<file path="src/rtl/line_frame_sequencer_if.sv">
// Buffer-fill / line handshake bundle between the line buffer, the frame
// sequencer and the SLM line driver.
interface line_frame_sequencer_if #(
    parameter int FILL_WIDTH     = 7,
    parameter int LINE_CNT_WIDTH = 11
);
    logic [FILL_WIDTH-1:0]     num_words_in_buffer;
    logic                      frame_sync;
    logic                      line_start;
    logic                      line_done;
    logic                      line_of_data_available;
    logic                      next_frame_rdy;
    logic [LINE_CNT_WIDTH-1:0] line_index;
    logic                      frame_done;
    logic                      startup_busy;
    logic                      sync_err;
    logic                      hs_err;

    modport master (
        output num_words_in_buffer, frame_sync, line_start, line_done,
        input  line_of_data_available, next_frame_rdy, line_index, frame_done,
               startup_busy, sync_err, hs_err
    );

    modport slave (
        input  num_words_in_buffer, frame_sync, line_start, line_done,
        output line_of_data_available, next_frame_rdy, line_index, frame_done,
               startup_busy, sync_err, hs_err
    );
endinterface

</file>
<file path="src/rtl/line_frame_sequencer.sv">
// Releases buffered display lines one at a time and tracks frame boundaries.
// Define LINE_FRAME_SEQ_AUTOSTART_EN to start frames back-to-back without frame_sync.
module line_frame_sequencer #(
    parameter int FILL_WIDTH      = 7,
    parameter int WORDS_PER_LINE  = 80,
    parameter int LINES_PER_FRAME = 1280,
    parameter int LINE_CNT_WIDTH  = 11,
    parameter int STARTUP_CYCLES  = 16
) (
    input  logic                   fpga_clk,
    input  logic                   reset_all,
    line_frame_sequencer_if.slave  bus
);
    typedef enum logic [2:0] {
        STARTUP,
        IDLE_FRAME,
        WAIT_FILL,
        LINE_READY,
        LINE_ACTIVE
    } state_t;

    localparam int SU_W = (STARTUP_CYCLES > 1) ? $clog2(STARTUP_CYCLES) : 1;
    localparam logic [SU_W-1:0]           SU_LAST     = SU_W'(STARTUP_CYCLES - 1);
    localparam logic [LINE_CNT_WIDTH-1:0] LAST_LINE   = LINE_CNT_WIDTH'(LINES_PER_FRAME - 1);
    localparam logic [FILL_WIDTH-1:0]     FILL_NEEDED = FILL_WIDTH'(WORDS_PER_LINE);

    state_t                    state, state_next;
    logic [SU_W-1:0]           su_cnt, su_cnt_next;
    logic [LINE_CNT_WIDTH-1:0] index_q, index_next;
    logic                      frame_done_q, frame_done_next;
    logic                      sync_err_q, sync_err_next;
    logic                      hs_err_q, hs_err_next;
    logic                      ready_q, idle_q, busy_q;

    always_comb begin
        // NOTE: every variable gets a default first so no path can infer a latch.
        state_next      = state;
        su_cnt_next     = su_cnt;
        index_next      = index_q;
        frame_done_next = 1'b0;
        sync_err_next   = sync_err_q;
        hs_err_next     = hs_err_q;

        // Misplaced handshakes are judged against the current state, never acted on.
        if ((bus.line_start && state != LINE_READY) ||
            (bus.line_done  && state != LINE_ACTIVE))
            hs_err_next = 1'b1;
`ifndef LINE_FRAME_SEQ_AUTOSTART_EN
        if (bus.frame_sync && state != IDLE_FRAME)
            sync_err_next = 1'b1;
`endif

        case (state)
            STARTUP: begin
                if (su_cnt == SU_LAST)
                    state_next = IDLE_FRAME;
                else
                    su_cnt_next = su_cnt + 1'b1;
            end
            IDLE_FRAME: begin
`ifdef LINE_FRAME_SEQ_AUTOSTART_EN
                state_next = WAIT_FILL;
                index_next = '0;
`else
                if (bus.frame_sync) begin
                    state_next = WAIT_FILL;
                    index_next = '0;
                end
`endif
            end
            WAIT_FILL: begin
                if (bus.num_words_in_buffer >= FILL_NEEDED)
                    state_next = LINE_READY;
            end
            LINE_READY: begin
                if (bus.line_start)
                    state_next = LINE_ACTIVE;
            end
            LINE_ACTIVE: begin
                if (bus.line_done) begin
                    if (index_q == LAST_LINE) begin
                        state_next      = IDLE_FRAME;
                        frame_done_next = 1'b1;
                    end else begin
                        state_next = WAIT_FILL;
                        index_next = index_q + 1'b1;
                    end
                end
            end
            default: state_next = STARTUP;
        endcase
    end

    // Status outputs are decoded from the next state so they leave a flop directly.
    always_ff @(posedge fpga_clk) begin
        if (reset_all) begin
            state        <= STARTUP;
            su_cnt       <= '0;
            index_q      <= '0;
            frame_done_q <= 1'b0;
            sync_err_q   <= 1'b0;
            hs_err_q     <= 1'b0;
            ready_q      <= 1'b0;
            idle_q       <= 1'b0;
            busy_q       <= 1'b1;
        end else begin
            // NOTE: non-blocking assignments keep every flop sampling pre-edge values.
            state        <= state_next;
            su_cnt       <= su_cnt_next;
            index_q      <= index_next;
            frame_done_q <= frame_done_next;
            sync_err_q   <= sync_err_next;
            hs_err_q     <= hs_err_next;
            ready_q      <= (state_next == LINE_READY);
            idle_q       <= (state_next == IDLE_FRAME);
            busy_q       <= (state_next == STARTUP);
        end
    end

    assign bus.line_of_data_available = ready_q;
    assign bus.next_frame_rdy         = idle_q;
    assign bus.startup_busy           = busy_q;
    assign bus.line_index             = index_q;
    assign bus.frame_done             = frame_done_q;
    assign bus.sync_err               = sync_err_q;
    assign bus.hs_err                 = hs_err_q;
endmodule

</file>
<file path="src/flat_wrapper.sv">
// flat-port wrapper written by rule: the top's interface ports become plain ports
module line_frame_sequencer_flat 
#(
    parameter int FILL_WIDTH      = 7,
    parameter int WORDS_PER_LINE  = 80,
    parameter int LINES_PER_FRAME = 1280,
    parameter int LINE_CNT_WIDTH  = 11,
    parameter int STARTUP_CYCLES  = 16
)
  (fpga_clk, reset_all, bus_num_words_in_buffer, bus_frame_sync, bus_line_start, bus_line_done, bus_line_of_data_available, bus_next_frame_rdy, bus_line_index, bus_frame_done, bus_startup_busy, bus_sync_err, bus_hs_err);
  line_frame_sequencer_if #(.FILL_WIDTH(FILL_WIDTH), .LINE_CNT_WIDTH(LINE_CNT_WIDTH)) bus_i ();
  input  logic fpga_clk;
  input  logic reset_all;
  input wire logic [$bits(bus_i.num_words_in_buffer)-1:0] bus_num_words_in_buffer;
  input wire logic [$bits(bus_i.frame_sync)-1:0] bus_frame_sync;
  input wire logic [$bits(bus_i.line_start)-1:0] bus_line_start;
  input wire logic [$bits(bus_i.line_done)-1:0] bus_line_done;
  output wire logic [$bits(bus_i.line_of_data_available)-1:0] bus_line_of_data_available;
  output wire logic [$bits(bus_i.next_frame_rdy)-1:0] bus_next_frame_rdy;
  output wire logic [$bits(bus_i.line_index)-1:0] bus_line_index;
  output wire logic [$bits(bus_i.frame_done)-1:0] bus_frame_done;
  output wire logic [$bits(bus_i.startup_busy)-1:0] bus_startup_busy;
  output wire logic [$bits(bus_i.sync_err)-1:0] bus_sync_err;
  output wire logic [$bits(bus_i.hs_err)-1:0] bus_hs_err;
  assign bus_i.num_words_in_buffer = bus_num_words_in_buffer;
  assign bus_i.frame_sync = bus_frame_sync;
  assign bus_i.line_start = bus_line_start;
  assign bus_i.line_done = bus_line_done;
  assign bus_line_of_data_available = bus_i.line_of_data_available;
  assign bus_next_frame_rdy = bus_i.next_frame_rdy;
  assign bus_line_index = bus_i.line_index;
  assign bus_frame_done = bus_i.frame_done;
  assign bus_startup_busy = bus_i.startup_busy;
  assign bus_sync_err = bus_i.sync_err;
  assign bus_hs_err = bus_i.hs_err;
  line_frame_sequencer #(.FILL_WIDTH(FILL_WIDTH), .WORDS_PER_LINE(WORDS_PER_LINE), .LINES_PER_FRAME(LINES_PER_FRAME), .LINE_CNT_WIDTH(LINE_CNT_WIDTH), .STARTUP_CYCLES(STARTUP_CYCLES)) u_core (.fpga_clk(fpga_clk), .reset_all(reset_all), .bus(bus_i));
endmodule
</file>
<file path="config.mk">
export PLATFORM = sky130hd
export DESIGN_NAME = line_frame_sequencer_flat
export DESIGN_NICKNAME = d
export VERILOG_FILES = /design/src/rtl/line_frame_sequencer_if.sv /design/src/rtl/line_frame_sequencer.sv /design/src/flat_wrapper.sv
export SDC_FILE = /design/constraint.sdc
export NUM_CORES = 1
export LEC_CHECK = 0
export CORE_UTILIZATION = 50
export CTS_BUF_LIST = sky130_fd_sc_hd__clkbuf_4 sky130_fd_sc_hd__clkbuf_8
export CTS_CLUSTER_DIAMETER = 200
export DETAILED_ROUTE_END_ITERATION = 7
export MAX_ROUTING_LAYER = met4
export PLACE_DENSITY = 0.8
export SYNTH_ARGS = -nofsm -noshare
export SYNTH_HDL_FRONTEND = slang
export SYNTH_SLANG_ARGS = --single-unit
</file>
<file path="constraint.sdc">
create_clock -name fpga_clk -period 2.18 [get_ports fpga_clk]
set_clock_uncertainty 0.05 [all_clocks]
set_input_delay 0.436 -clock fpga_clk [delete_from_list [all_inputs] [get_ports fpga_clk]]
set_output_delay 0.436 -clock fpga_clk [all_outputs]
set_load 0.02 [all_outputs]
</file>
==> key figures <==
Status
  – Status: finished clean

Die
  – Core ar.: 2230 sq um
  – Die ar.: ~2600 sq um
  – Initial Util: 0.540
  – Die Span Y: ~50 microns
  – Rows: 17
  – Io pins: 29
  – Die width: 51.1 microns

Clock tree
  – CTS HTree Levels: 1
  – Clock Latency Late Sink: approximately 0.32 ns
  – Max clock buf depth: 2
  – Hold-fix buffers, CTS: 0
  – Resized Gates After CTS: 0
  – CTS tree: yes
  – Worst-path clk slew: 0.14 ns
  – Post-CTS Repair Setup Buffers: 0
  – CTS Sinks: 24
  – Number of buffers created by CTS: 3
  – Root Buffer: clkbuf_4

Worst setup path
  – Critical path arrival: 2.22 ns
  – Crit path largest cell delay: 0.60 ns
  – CP required: 2.40 ns
  – Reg2reg start: u_core.bus.line_index[0]
  – R2r endpoint: u_core.bus.line_index[1]
  – R2R cell count: 5
  – Crit Path Max Fanout: 10
  – CP Cell Sequence: ha_1 > nand3_1 > nor4_4 > o21ai_0 > a21oi_1
  – Setup Crit Path Kind: register to register
  – Worst setup SP type: register
  – Worst path slowest cell: nor4_4
  – R2R setup slack: 0.18 ns
  – Top delay family on crit path: simple AND/OR/NAND/NOR gates
  – Count of buffer and inverter cells on the critical path: 0
  – Setup crit end kind: register

Synth
  – Synth area leaders: dfxtp_1 40%, a21oi_1 6.2%, o31ai_1 4.4%
  – FF+latch count, synth: 24
  – Synth area leader: dfxtp_1
  – Avg Cell Area, Syn: 8.93 sq um
  – Top-count cell post-synth: dfxtp_1
  – Yosys warnings: 0
  – Number of synthesized flops with an enable pin: 0
  – Synth cell count leaders: 24 x dfxtp_1, 15 x a21oi_1, 10 x nor2_1
  – Mapped Area: 1210 sq um
  – Mapped Cells: approximately 140
  – Async S/R FF share, synth: 0
  – Synth unique cells: 41
  – Synth Net Count: 149
  – Ys flop type: dfxtp_1
  – Top cell type's share of synthesized area: 0.398
  – Sequential share of the synthesized area: 0.398

Drt
  – Initial DRC count: 37
  – TritonRoute pass-1 iters: 4
  – Via total after detailed routing: 1165
  – Post-DRT Antenna Nets: 0
  – Post-route DRC: 0
  – Average wire per standard cell: ~15 microns
  – DRT Wirelength: around 2.9 mm
  – Vias per inst: 6.04

Global routing
  – Overflow after GRT: 0
  – Initial antenna violation count: 0
  – GRT Total Usage: 0.249
  – Largest net degree at the start of global routing: 15
  – First-pass GRT wire length: 4.71 mm
  – Vias in the first global route: 1065

Pwr
  – Static Leak: 0.528 nW
  – Tot Pwr: 0.000826 W
  – Power density over the cells: 528 nW/um^2
  – Worst vdd ir: 0.654 mV

Hold path
  – HP Class: register to register
  – WHS Endpoint: u_core.bus.sync_err
  – Hold Crit Depth: 2
  – Hold Path Origin: u_core.bus.sync_err

Layout
  – Register area: 480 sq um
  – Fin nets: 180
  – FILL cells: 175
  – Footprint of the multi-input gates: 689 sq um
  – Share of cells above drive strength 1: 0.145
  – Number of diodes: 0
  – Layout area overhead: 29.8%

STA
  – Final Hold Fails: 0
  – Setup TNS: 0 ns
  – Worst-Margin Slew: approximately 0.5 ns
  – Tmin final: 2.00 ns
  – Final Cycle Share: 0.917
  – Final setup viols: 0
  – Max-slew headroom: 0.667
  – RSZ-0062 raised after global routing: no
  – Final Max Tran Viols: 0
  – Fmax: 0.500 GHz

Placed design
  – GP Congestion: 0.823
  – Port-buffer cells: 24
  – Post-DP HPWL: 2.11 mm

Job
  – Max-cap violations: 0
worst max-delay path by stage:
stage                                   startpoint                   endpoint  slack [ns]  cells past startpoint
final                     u_core.bus.line_index[0]   u_core.bus.line_index[1]        0.18                      5
after global routing      u_core.bus.line_index[0]   u_core.bus.line_index[1]        0.02                      5
after CTS                 u_core.bus.line_index[0]   u_core.bus.line_index[1]        0.20                      5
after detailed placement             bus_line_done  u_core.bus.line_index[10]        0.03                      5
after global placement               bus_line_done  u_core.bus.line_index[10]        0.05                      5
after floorplan           u_core.bus.line_index[0]   u_core.bus.line_index[5]        0.38                      5
cell type report:
cell class / count / share of cell area
clock inverters: 1 / 0.0192
well taps: 28 / 0.0224
repair buffers: 31 / 0.187
clock buffers: 3 / 0.0144
inverters: 4 / 0.00959
multi-input cells: 102 / 0.440
flip-flops and latches: 24 / 0.307
state kept, by name, summed over array words and instances (netlist names):
register                           flops
u_core.bus.line_of_data_available      1
u_core.bus.sync_err                    1
u_core.su_cnt                          4
u_core.bus.startup_busy                1
u_core.bus.frame_done                  1
u_core.state                           3
u_core.bus.next_frame_rdy              1
u_core.bus.line_index                 11
u_core.bus.hs_err                      1
cell families (layout without fill, tap and decap cells):
group | count (synthesis) | count (layout) | share of synthesized area
XOR/XNOR | 2 | 2 | 0.0145
buffers and inverters | 9 | 39 | 0.0301
adder cells (fa/ha/maj) | 2 | 2 | 0.0207
flip-flops | 24 | 24 | 0.398
AND/OR/NAND/NOR | 60 | 60 | 0.328
multiplexers | 1 | 1 | 0.00830
AO/OA/AOI/OAI | 37 | 37 | 0.200
through the flow:
| step | area, sq um | std cells | utilization | hold WS [ns] | setup slack [ns] |
|---|---|---|---|---|---|
| finish | 1570 | 193 | 0.701 | 0.416 | 0.181 |
| global route | 1570 | 193 | 0.701 | 0.441 | 0.0235 |
| CTS | 1570 | 193 | 0.701 | 0.421 | 0.197 |
| detailed placement | 1510 | 189 | 0.677 | 0.403 | 0.0259 |
| global placement | 1510 | 189 | 0.677 | 0.385 | 0.0535 |
| floorplan | 1210 | 135 | - | 0.438 | 0.383 |
power breakdown:
part	leakage (nW)	internal (W)	switching, W	total, W
Sequential	0.195	0.000446	0.00000627	0.000452
Combinational	0.306	0.0000293	0.0000239	0.0000532
Clock	0.0279	0.000186	0.000134	0.000321
Total	0.528	0.000662	0.000165	0.000826
metal layers:
metal	GRT usage	wire, microns
met5	-	0
met2	0.408	1450
met3	0.0625	145
met4	0.0741	18
met1	0.301	1260
cells in the final DEF (no fill, tap or decap), drive strengths merged, types with 5 or more instances in the layout:
master,count
clkdlybuf4s50,24
dfxtp,24
a21oi,15
nor2,11
nand3,8
o31ai,7
or4,7
buf,7
o21ai,6
nand2,5
worst register-to-register path: stages (launching register included):
cell and delay, ns:
dfxtp_1 0.40, ha_1 0.22, nand3_1 0.34, nor4_4 0.60
o21ai_0 0.19, a21oi_1 0.15
Power figures use the tool's default switching activity.
==> patch 1: new RTL, same flow settings <==
`FILL_WIDTH` is set to 7 in 3 places; all go to 14.
--- a/src/rtl/line_frame_sequencer_if.sv
+++ b/src/rtl/line_frame_sequencer_if.sv
@@ -3,3 +3,3 @@
 interface line_frame_sequencer_if #(
-    parameter int FILL_WIDTH     = 7,
+    parameter int FILL_WIDTH     = 14,
     parameter int LINE_CNT_WIDTH = 11
--- a/src/rtl/line_frame_sequencer.sv
+++ b/src/rtl/line_frame_sequencer.sv
@@ -3,3 +3,3 @@
 module line_frame_sequencer #(
-    parameter int FILL_WIDTH      = 7,
+    parameter int FILL_WIDTH      = 14,
     parameter int WORDS_PER_LINE  = 80,
--- a/src/flat_wrapper.sv
+++ b/src/flat_wrapper.sv
@@ -3,3 +3,3 @@
 #(
-    parameter int FILL_WIDTH      = 7,
+    parameter int FILL_WIDTH      = 14,
     parameter int WORDS_PER_LINE  = 80,
Ports: changed (resized bus_num_words_in_buffer); port bits go from 29 to 36. No check against the original RTL was run, so the function may have changed too.
==> patch 1 against the unedited design <==
  * Final area up 1.4%
  * Sequential cell count did not move
  * Worst setup slack lost 0.018 ns
  * Routed wire length down 9.9%
  * Synthesized area rose by 2.7%
  * Power fell by 14%
  * Critical endpoint is now bus_line_index[7]
  * Largest power group unchanged
  * Highest routed layer unchanged
==> patch 1: results (changes against the unedited design) <==
| Metric | Value |
|---|---|
| Max Root-Sink Buffers | 2 (unchanged) |
| Min-Delay Startpoint | u_core.bus.hs_err |
| Syn Nets | 155 (+4.0%) |
| DRT iter0 DRCs | 10 (-73%) |
| Worst Path Arrival | 1.53 ns (-0.69 ns) |
| Hold_ws | 0.441 ns (+0.0246 ns) |
| Worst-path clk slew | 0.13 ns |
| Detailed-route wire length per cell | 13.5 um (-9.4%) |
| H-tree levels | 1 (unchanged) |
| Min-delay worst type | reg -> reg |
| Ranking of synthesized cells by area | dfxtp_1, nor2_1, xor2_1, a21oi_1, mux2i_1 |
| Leakage | 0.606 nW (+15%) |
| Worst reg2reg path depth | 5 (unchanged) |
| FF-to-FF Start | u_core.state[0] |
| Worst slew pin tran | 0.425 ns (-0.0701 ns) |
| Hold path cells | 2 (unchanged) |
| Initial antenna violation count | 0 (unchanged) |
| Post-CTS Setup Bufs | 0 (unchanged) |
| Routed via count | 1090 (-6.4%) |
| Crit-path max cell delay | 0.67 ns (+0.07 ns) |
| Clock latency on the worst-skew pair | 0.31 ns |
| Synth warn | 0 (unchanged) |
| First-pass GRT wire length | 4320 um (-8.2%) |
| Worst Path Max Fanout | 6 (-4) |
| Max reg flops | 11 (unchanged) |
| RePlAce Congestion | 0.843 (+2.5%) |
| Critical path origin | u_core.bus.line_index[7] |
| Cells after synthesis | 134 (-0.74%) |
| Vias in the first global route | 1004 (-5.7%) |
| Kind of cell adding the most delay to the critical path | buffers and inverters |
| Detailed placement HPWL | 1900 um (-10%) |
| Placed Cells | 189 (unchanged) |
| Synth async-reset ratio | 0% (unchanged) |
| Largest net degree at the start of global routing | 14 (-1) |
| PortBufs | 31 (+29%) |
| Post-CTS resize count | 0 (unchanged) |
| RR Endpoint | u_core.bus.line_index[8] |
| Initial DRT Pass Iterations | 4 (unchanged) |
| CP max-delay cell | clkdlybuf4s50_1 |
| Fraction of layout instances using a drive strength above 1 | 11.0% (-3.6 points) |
| Reg2Reg Setup Slack | 0.27 ns (+0.09 ns) |
| Status | finished, final reports clean |
| Post-DP Area | 1570 um^2 (+3.5%) |
| GR Util All Layers | 22.5% (-2.5 points) |
| Filler cell count | 173 (-1.1%) |
| Vias/cell | 5.68 (-6.0%) |
| Clk root buf | clkbuf_4 |
| Post-synth top cells | dfxtp_1, nor2_1, a21oi_1, xor2_1 |
| Num CTS Buffers | 3 (unchanged) |
| Diode count | 0 (unchanged) |
| Sw Share | 22.3% (+2.4 points) |
| Max VDD drop | 0.398 mV (-39%) |
| Netlist cell types | 48 (+17%) |
| Seq/Total Area, Yosys | 38.8% (-1.0 points) |
| Worst hold endpoint | u_core.bus.hs_err |
==> patch 1: layout make-up <==
| type | instances | area (um^2) | share of cell area [%] |
|---|---|---|---|
| well taps | 28 | 35.0 | 2.21 |
| inverters | 3 | 11.3 | 0.709 |
| repair buffers | 34 | 333 | 21.0 |
| flip-flops and latches | 24 | 480 | 30.3 |
| clock buffers | 3 | 22.5 | 1.42 |
| multi-input cells | 100 | 706 | 44.4 |
==> patch 1: power by group through the flow <==
stage | Combinational [mW] | Clock (mW) | Sequential [mW]
detailed placement | 0.0642 | 0 | 0.462
global route | 0.0701 | 0.212 | 0.453
finish | 0.0638 | 0.191 | 0.452
CTS | 0.0643 | 0.200 | 0.452
floorplan | 0.0199 | 0 | 0.464
global placement | 0.0619 | 0 | 0.461
==> patch 1: cell families (layout without fill, tap and decap cells) <==
logic type / count (synthesis) / in the layout / synth area share, %
mux: 3 / 3 / 2.42
buf+inv: 10 / 40 / 4.24
xor+xnor: 9 / 9 / 6.36
flops: 24 / 24 / 38.8
compound gates: 30 / 30 / 17.9
simple gates: 56 / 56 / 28.3
fa+ha+maj: 2 / 2 / 2.02
==> patch 1: how the worst max path moves through the flow <==
stage	slack, ns	depth (start not counted)	to
after CTS	0.17	1	bus_line_index[7]
after global placement	0.07	6	u_core.bus.line_index[9]
final	0.16	1	bus_line_index[7]
after detailed placement	0.03	5	u_core.bus.line_index[8]
after global routing	0.13	1	bus_line_index[7]
after floorplan	0.40	5	u_core.bus.line_index[8]
==> patch 1: per-stage QoR <==
| stage | utilization [%] | worst slack (ns) |
|---|---|---|
| after floorplan | - | 0.403 |
| after global placement | 68.8 | 0.0737 |
| after detailed placement | 68.8 | 0.0348 |
| after CTS | 69.8 | 0.173 |
| after global routing | 69.8 | 0.128 |
| final | 69.8 | 0.163 |
==> patch 1: metal layers <==
metal | vias to the layer above | wire length [um] | part of all wire, % | track usage, %
li1 | 550 | - | - | -
met1 | 514 | 1240 | 48 | 26.7
met2 | 22 | 1230 | 47 | 36.6
met3 | 4 | 90 | 3.5 | 5.26
met4 | 0 | 35 | 1.3 | 9.01
met5 | - | 0 | 0 | -
==> patch 2: new RTL, config.mk and constraints unchanged <==
Made on the original files. Make the reset (`reset_all`) asynchronous in one clocked block.
--- a/src/rtl/line_frame_sequencer.sv
+++ b/src/rtl/line_frame_sequencer.sv
@@ -94,3 +94,3 @@
     // Status outputs are decoded from the next state so they leave a flop directly.
-    always_ff @(posedge fpga_clk) begin
+    always_ff @(posedge fpga_clk or posedge reset_all) begin
         if (reset_all) begin
Behaviour: differs if reset_all is asserted again (counterexample within 4 cycles, from zero or initial values and one cycle with reset_all high); with reset_all held inactive, the same outputs for 10 cycles.
==> patch 2 against the unedited design <==
  * Non-clock buffer count shrank 1
  * Worst setup slack lost 0.034 ns
  * Synthesized area grew 6.1%
  * Routed wire length shrank 1.1%
  * Sequential cell count is the same
  * Final area grew 2.7%
  * Critical endpoint is now u_core.bus.line_index[3]
Power is not compared: it rests on default switching activity, and its combinational part moved more than twofold at a synthesized area within 25%.
==> patch 2: results (changes against the unedited design) <==
| Metric | Value |
|---|---|
| Number of multi-input logic gates | 92 (-9.8%) |
| Placed Cells | 179 (-5.3%) |
| Main flop type after synthesis | dfrtp_1 |
| Status | finished, final reports clean |
| Worst slew pin tran | 0.567 ns (+0.0714 ns) |
| Syn Nets | 141 (-5.4%) |
| # nets final | 170 (-5.6%) |
| FF-to-FF Start | u_core.bus.line_index[0] |
| Vias/cell | 6.14 (+1.8%) |
| Largest net degree at the start of global routing | 25 (+10) |
| Pre-CTS WS | -0.0233 ns (-0.0492 ns) |
| Synth Area in Compound Gates | 19.4% (-0.67 points) |
| Non-clock buffer contribution to total cell area | 17.7% (-0.96 points) |
| Non-CTS buffers | 30 (-3.2%) |
| Clk cell area share | 2.26% (-1.1 points) |
| DRT iter0 DRCs | 26 (-30%) |
| Filler cell count | 185 (+5.7%) |
| Ranking of synthesized cells by area | dfrtp_1, o31ai_1, a21oi_1, or4_1, and3_1 |
| Detailed placement HPWL | 2010 um (-4.5%) |
| Multiplexer share of the synthesized area | 0.880% (+0.050 points) |
| Reg2Reg Setup Slack | 0.15 ns (-0.03 ns) |
| Clock buffers | 4 (+1) |
| Min-delay worst type | in -> async |
| Netlist cell types | 46 (+12%) |
| Synth async-reset ratio | 100% (+100 points) |
patch 2: cell types whose count changed after synthesis, sizes merged, moves of 3 or more:
cell   unedited run  this run
or3               3         0
a21oi            15         8
or2               3         0
and3              2         5
dfrtp             0        23
nor2             11         7
dfxtp            24         0
patch 2: where the power goes:
part / switching (mW) / internal, mW
combinational: 0.254 / 0.243
sequential: 0.121 / 0.551
clock: 0.145 / 0.102
total: 0.520 / 0.896
patch 2: metal layers:
layer / routed length [um] / GRT usage [%] / share of wire (%)
met3: 167 / 4.35 / 5.9
met5: 0 / - / 0
met1: 1340 / 30.3 / 47
met2: 1300 / 35.0 / 46
met4: 37 / 11.0 / 1.3
patch 2: through the flow:
step | hold slack [ns] | cell area, um^2 | setup TNS [ns]
2_1_floorplan | 0.400 | 1280 | 0
3_3_place_gp | 0.400 | 1570 | 0
3_5_place_dp | 0.416 | 1570 | -0.0233
4_1_cts | 0.406 | 1610 | 0
5_1_grt | 0.422 | 1610 | 0
6_report | 0.387 | 1610 | 0
